--- config.mk ---
export PLATFORM = sky130hd
export DESIGN_NAME = eu_xbuf_arb
export DESIGN_NICKNAME = d
export VERILOG_FILES = /design/src/rtl/eu_xbuf_arb.sv
export SDC_FILE = /design/constraint.sdc
export NUM_CORES = 1
export LEC_CHECK = 0
export CAP_MARGIN = 10
export CORE_ASPECT_RATIO = 0.6
export CORE_MARGIN = 2
export CORE_UTILIZATION = 40
export DETAILED_ROUTE_END_ITERATION = 6
export PLACE_DENSITY = 0.63
export SLEW_MARGIN = 20
export SYNTH_ARGS = -nofsm -noshare
export SYNTH_HDL_FRONTEND = slang
export SYNTH_SLANG_ARGS = --single-unit
--- constraint.sdc ---
create_clock -name clk -period 9.5 [get_ports clk]
set_input_delay 0.95 -clock clk [delete_from_list [all_inputs] [get_ports clk]]
set_output_delay 0.95 -clock clk [all_outputs]
set_load 0.03 [all_outputs]
--- src/rtl/eu_xbuf_arb.sv ---
// Tagged operand buffer between the interconnect and the ALU: one write or one consume-once read per cycle.
// Writes win by default; a read that has been starved STARVE_LIMIT cycles takes priority, A/B share round-robin.
module eu_xbuf_arb #(
   parameter int NUM_IDX_BITS = 2,
   parameter int ADDR_WIDTH   = 8,
   parameter int DATA_WIDTH   = 16,
   parameter int STARVE_LIMIT = 4
) (
   input  logic                    clk,
   input  logic                    reset_n,
   input  logic                    in_valid,
   input  logic [ADDR_WIDTH-1:0]   in_addr,
   input  logic [DATA_WIDTH-1:0]   in_data,
   output logic                    in_ready,
   input  logic                    rd_a_valid,
   input  logic [ADDR_WIDTH-1:0]   rd_a_addr,
   output logic                    rd_a_grant,
   output logic                    rd_a_resp_valid,
   output logic [DATA_WIDTH-1:0]   rd_a_resp_data,
   input  logic                    rd_b_valid,
   input  logic [ADDR_WIDTH-1:0]   rd_b_addr,
   output logic                    rd_b_grant,
   output logic                    rd_b_resp_valid,
   output logic [DATA_WIDTH-1:0]   rd_b_resp_data,
   output logic                    full,
   output logic                    empty,
   output logic [NUM_IDX_BITS:0]   occupancy
);
   localparam int DEPTH = 2 ** NUM_IDX_BITS;

   typedef struct packed {
      logic                  vld;
      logic [ADDR_WIDTH-1:0] tag;
      logic [DATA_WIDTH-1:0] dat;
   } entry_t;

   entry_t                  tbl [DEPTH];
   logic [NUM_IDX_BITS:0]   occ;
   logic [2:0]              starve_cnt;
   logic                    last_b;

   logic                    dup, hit_a, hit_b, free_found;
   logic [NUM_IDX_BITS-1:0] idx_a, idx_b, free_idx;
   logic                    wr_elig, a_elig, b_elig, rd_elig, rd_win, rd_grant;

   always_comb begin
      dup        = 1'b0;
      hit_a      = 1'b0;
      hit_b      = 1'b0;
      free_found = 1'b0;
      idx_a      = '0;
      idx_b      = '0;
      free_idx   = '0;
      for (int i = 0; i < DEPTH; i++) begin
         if (tbl[i].vld && tbl[i].tag == in_addr) dup = 1'b1;
         if (tbl[i].vld && tbl[i].tag == rd_a_addr) begin
            hit_a = 1'b1;
            idx_a = NUM_IDX_BITS'(i);
         end
         if (tbl[i].vld && tbl[i].tag == rd_b_addr) begin
            hit_b = 1'b1;
            idx_b = NUM_IDX_BITS'(i);
         end
         if (!tbl[i].vld && !free_found) begin
            free_found = 1'b1;
            free_idx   = NUM_IDX_BITS'(i);
         end
      end
   end

   // last_b set means B was served last, so A is favoured on a tie.
   always_comb begin
      wr_elig    = in_valid & ~full & ~dup;
      a_elig     = rd_a_valid & hit_a;
      b_elig     = rd_b_valid & hit_b;
      rd_elig    = a_elig | b_elig;
      rd_win     = rd_elig & (~wr_elig | (starve_cnt == 3'(STARVE_LIMIT)));
      in_ready   = wr_elig & ~rd_win;
      rd_a_grant = rd_win & a_elig & (~b_elig | last_b);
      rd_b_grant = rd_win & b_elig & (~a_elig | ~last_b);
      rd_grant   = rd_a_grant | rd_b_grant;
   end

   always_ff @(posedge clk) begin
      if (!reset_n) begin
         for (int i = 0; i < DEPTH; i++) tbl[i].vld <= 1'b0;
         occ             <= '0;
         starve_cnt      <= '0;
         last_b          <= 1'b1;
         rd_a_resp_valid <= 1'b0;
         rd_b_resp_valid <= 1'b0;
         rd_a_resp_data  <= '0;
         rd_b_resp_data  <= '0;
      end else begin
         rd_a_resp_valid <= rd_a_grant;
         rd_b_resp_valid <= rd_b_grant;
         if (rd_a_grant) begin
            rd_a_resp_data  <= tbl[idx_a].dat;
            tbl[idx_a].vld  <= 1'b0;
         end
         if (rd_b_grant) begin
            rd_b_resp_data  <= tbl[idx_b].dat;
            tbl[idx_b].vld  <= 1'b0;
         end
         if (in_ready) tbl[free_idx] <= '{vld: 1'b1, tag: in_addr, dat: in_data};

         if (in_ready)      occ <= occ + 1'b1;
         else if (rd_grant) occ <= occ - 1'b1;

         if (rd_grant || !rd_elig)
            starve_cnt <= '0;
         else if (in_ready && starve_cnt != 3'(STARVE_LIMIT))
            starve_cnt <= starve_cnt + 1'b1;

         if (rd_grant) last_b <= ~last_b;
      end
   end

   assign occupancy = occ;
   assign full      = (occ == (NUM_IDX_BITS + 1)'(DEPTH));
   assign empty     = (occ == '0);
endmodule

## After elaboration in Yosys (flattened, before gate mapping)

Memory sizes are Yosys's and may differ from the RTL's. A register that Yosys moved wholly into a read port is not among the register bits.
Cells that the tools add are included.

| storage, ports and cells | value |
|---|---|
| RAM bits | 100 |
| memories kept | 1 |
| register bits after elaboration | 9 |
| bits of input ports | 45 |
| logic and storage cells | 123 |

| cells by class | value |
|---|---|
| mux-type cells | 45 |
| bitwise logic cells | 23 |
| equality and inequality tests | 15 |
| reductions and logical operators | 31 |
| add/subtract/negate cells | 3 |

Memory list:

| memory | depth | bits a word | read ports | clocked after memory_dff | write ports | line | RTL |
|---|---|---|---|---|---|---|---|
| tbl | 4 | 25 | 6 | 2 | 4 | 37 | `entry_t tbl [DEPTH];` |

Operators with widths:

| kind | count |
|---|---|
| equality test 8 bit | 12 |
| 2-to-1 mux 25 bit | 3 |
| OR reduction 25 bit | 3 |
| 2-to-1 mux 1 bit | 28 |
| 2-to-1 mux 2 bit | 12 |
| logical AND 1 bit | 16 |
| AND 1 bit | 10 |
| zero test 1 bit | 8 |
| inverter 1 bit | 8 |
| adder 3 x 1 -> 3 bit, second input constant | 2 |
| equality test 3 bit, second input constant | 2 |
| 2-to-1 mux 3 bit | 2 |
| OR 1 bit | 5 |
| zero test 3 bit | 1 |
| inequality test 3 bit, second input constant | 1 |
| subtractor 3 x 1 -> 3 bit, second input constant | 1 |
| nonzero test 2 bit | 1 |
| OR reduction 2 bit | 1 |
| logical OR 1 bit | 1 |

## Depth between registers and ports, before layout

An unclocked memory read counts as a cell.

| depth | value |
|---|---|
| depth after elaboration | 21 |
| mapped depth | 12 |

## Worst setup path after synthesis

OpenSTA, ideal clock, no wires.

| path | value |
|---|---|
| path kind | input port to flip-flop |
| start point | input rd_a_addr[7] |
| end point | memory tbl[0][0] (netlist name) (enable) |
| setup time | 0.442 ns |
| arrival | 4.299 ns |
| required time | 9.058 ns |
| path buffers | 2 |
| slack | 4.759 ns |
| stages | 9 |
| path through | buf_2 > xnor2_1 > nand4_1 > nor3_1 > o41ai_1 > a21oi_2 > nor3_2 > buf_2 > a21boi_0 |

RTL lines:

| item | line | RTL |
|---|---|---|
| start: declaration | 16 | `input logic [ADDR_WIDTH-1:0] rd_a_addr,` |
| end: declaration | 37 |  |

## Final worst setup path

| path | value |
|---|---|
| start point | input rd_b_addr[7] |
| end point | output rd_a_grant |

| on the way | value |
|---|---|
| longest elaborated chain between the ends | 11 |

Ends and longest elaborated chain:

| item | line | RTL |
|---|---|---|
| start: declaration | 21 | `input logic [ADDR_WIDTH-1:0] rd_b_addr,` |
| equality test 8 bit | 60 | `if (tbl[i].vld && tbl[i].tag == rd_b_addr) begin` |
| logical AND 1 bit | 60 |  |
| 2-to-1 mux 1 bit (3 in a row) | 60 |  |
| 2-to-1 mux 1 bit * | 60 |  |
| AND 1 bit * | 75 | `b_elig = rd_b_valid & hit_b;` |
| OR 1 bit | 76 | `rd_elig = a_elig \| b_elig;` |
| AND 1 bit | 77 | `rd_win = rd_elig & (~wr_elig \| (starve_cnt == 3'(STARVE_LIMIT)));` |
| AND 1 bit | 79 | `rd_a_grant = rd_win & a_elig & (~b_elig \| last_b);` |
| AND 1 bit * | 79 |  |
| end: declaration | 17 | `output logic rd_a_grant,` |

Every way passes the cells marked *; elsewhere a longest branch is shown, timed or not.

==> results.yml <==
synthesis:
  synth_cells: 696
  seq_area_frac_synth_pct: 50.2
  synth_edf_count: 97
  synth-seq-cells: 141
  synth.cell_area_um2: 7560
  yosysUniqueCellTypes: 55
  synthFlopType: "edfxtp_1"
  synth_nets: 744
  yosysWarnings: 0
  synthArstFlopShare_pct: 0
  syn_avg_cell_area_um2: 10.9
detailed_routing:
  vias: 5608
  first_iter_violations: 533
  routed_wl_mm: 21.5
  via_per_inst: 5.57
  dr.pass1.iters: 5
  drc: 0
  ant_nets: 0
  routedWlPerCell_um: 21.4
final_layout:
  n_antenna_cell: 0
  fin_nets: 801
  fillerInstances: 1574
  multiInputGateArea_um2: 3470
  drive_gt1_share_pct: 10.7
  regArea_um2: 3790
  syn2layout_area_growth_pct: 20.1
global_route:
  grt_max_degree: 44
  antenna_found_initial: 0
  grt_pass1_vias: 5342
  met3_usage_pct: 4.95
  grt_usage_pct: 21.7
  use_met2_pct: 29.6
  grt-ovfl-total: 0
  grt_pass1_wl_mm: 32.5
  met1_usage_pct: 34.3
  top_usage_layer: "met1"
cts:
  clockBufferDepth: 2
  clkSinkCount: 141
  cts.clk_slew.worst_paths_ns: 0.07
  clkLatencyLatePin_ns: 0.42
  cts_hold_buf: 0
  cts_tree: "done"
  htreeDepth: 4
  numCtsBuffers: 17
  post_cts_resized: 0
  post_cts_buffers: 0
  cts_root_buf: "clkbuf_16"
sta:
  fin_skew_ns: 0.0151
  fin_crit_ns: 4.85
  setup_viol: 0
  hold_viol_final: 0
  worst_slack_ns: 4.65
  clock.fmax_ghz: 0.206
  max-slew-margin-rel_pct: 28.2
  slew_violations: 0
  finalSetupTns_ns: 0
  rsz0062_at_grt: "no"
  fin_crit_sh_pct: 51.0
  worst_slew_pin_slew_ns: 1.07
outcome:
  status: "complete, no violations"
setup_path:
  timing.critical_path.fanout_max: 36
  worstPathRequired_ns: 8.55
  worstPathArrival_ns: 3.90
  crit_path_start_kind: "primary input"
  crit_type: "in2out"
  critPathCaptureType: "output pin"
placement:
  gp_congestion: 0.949
  dp_slack_ns: 4.67
  port_buffers: 86
  dp_hpwl_mm: 14.9
floorplanning:
  coreArea_um2: 18300
  die_width_um: 182
  num_rows: 38
  die_area_um2: 20100
  io-pin-count: 87
  die_height_um: 111
  start_util_pct: 41.3
flow_run:
  max-cap-violations: 0
pwr:
  vdd_drop_max_mv: 0.130
  p_leak_nw: 2.98
  p_per_area_nw_per_um2: 163
  power.total_mw: 1.48
worst_hold_path:
  hp-class: "reg2reg"
-- cell usage after synthesis (all sizes together), types with 3 or more instances --
| master | count | area (µm²) |
|---|---|---|
| and2 | 27 | 171 |
| nand2 | 47 | 176 |
| edfxtp | 97 | 2910 |
| nor3 | 23 | 135 |
| mux2i | 51 | 510 |
| nand3 | 21 | 110 |
| xnor2 | 99 | 867 |
| mux2 | 18 | 203 |
| or3 | 3 | 18.8 |
| or4 | 3 | 26.3 |
| inv | 8 | 30.0 |
| o21ai | 3 | 15.0 |
| nand2b | 3 | 18.8 |
| a21oi | 39 | 199 |
| o21a | 16 | 120 |
| buf | 30 | 205 |
| nor2 | 75 | 282 |
| nand4 | 15 | 93.8 |
| clkbuf | 27 | 106 |
| o311ai | 16 | 140 |
| dfxtp | 44 | 881 |
| nor4 | 6 | 73.8 |
-- worst max-delay path, stage by stage --
cell	delay [ns]
clkdlybuf4s50_1	0.64
xnor2_1	0.16
nand3_1	0.14
nor3_4	0.18
buf_4	0.38
o41ai_4	0.18
o21ai_0	0.22
inv_1	0.12
nor3_1	0.19
clkdlybuf4s50_1	0.70
-- cell families after synthesis --
kind of cell,count (synthesis),share of synthesized area [%]
compound gates,90,8.67
mux,69,9.43
simple gates,227,15.0
flops,141,50.2
fa+ha+maj,3,0.596
buf+inv,66,4.57
xor+xnor,100,11.6
-- routing by layer --
metal,up-vias,share of wire (%)
li1,2581,-
met1,2757,51
met2,254,40
met3,16,8.5
met4,0,0.82
met5,-,0
-- cells in the final DEF, fill, tap and decap left out, types with 3 or more instances in the layout --
master,count
edfxtp_1,97
nand4_1,15
o311ai_0,10
nor2_1,74
clkdlybuf4s50_1,86
buf_4,9
clkinv_4,4
o311ai_1,6
nor3_1,17
nand3_1,20
or3_1,3
o21a_1,16
clkbuf_16,17
inv_6,4
o21ai_0,3
dfxtp_1,44
nand2_1,47
nor4_1,3
inv_1,8
nor3_2,4
xnor2_1,99
mux2i_1,51
a21oi_1,38
mux2_2,18
and2_1,25
-- stage by stage --
step	cells	area (µm²)	util, %	hold WS, ns
2_1_floorplan	696	7560	-	0.417
3_3_place_gp	974	8520	46.5	0.427
3_5_place_dp	974	8520	46.5	0.447
4_1_cts	1006	9080	49.6	0.462
5_1_grt	1006	9080	49.6	0.499
6_report	1006	9080	49.6	0.455
-- sequential cells by signal, summed over array words and instances (netlist names) --
register / flops
occupancy: 3
starve_cnt: 3
rd_b_resp_valid: 1
rd_b_resp_data: 16
tbl: 100
rd_a_resp_data: 16
last_b: 1
rd_a_resp_valid: 1
-- path summary, 6_finish.rpt --
| kind | from | end | slack, ns | depth (start not counted) |
|---|---|---|---|---|
| max | rd_b_addr[7] | rd_a_grant | 4.65 | 10 |
| min | starve_cnt[0] | starve_cnt[0] | 0.45 | 1 |
| max reg2reg | tbl[2][18] | tbl[0][18] | 5.76 | 9 |
| min reg2reg | starve_cnt[0] | starve_cnt[0] | 0.45 | 1 |
-- where the power goes --
group | leakage, nW | total (mW) | internal, mW | switching [mW]
registers | 1.26 | 0.689 | 0.671 | 0.0179
logic | 1.45 | 0.151 | 0.0679 | 0.0830
clock network | 0.269 | 0.636 | 0.343 | 0.293
total | 2.98 | 1.48 | 1.08 | 0.394
-- layout make-up --
| class | count | share of cell area [%] |
|---|---|---|
| multi-input combinational | 489 | 38.2 |
| clock buffer | 17 | 4.68 |
| clock inverter | 15 | 1.46 |
| tap | 240 | 3.31 |
| timing repair buffer | 95 | 10.2 |
| inverter | 9 | 0.372 |
| sequential | 141 | 41.8 |
(Power assumes the default switching activity.)
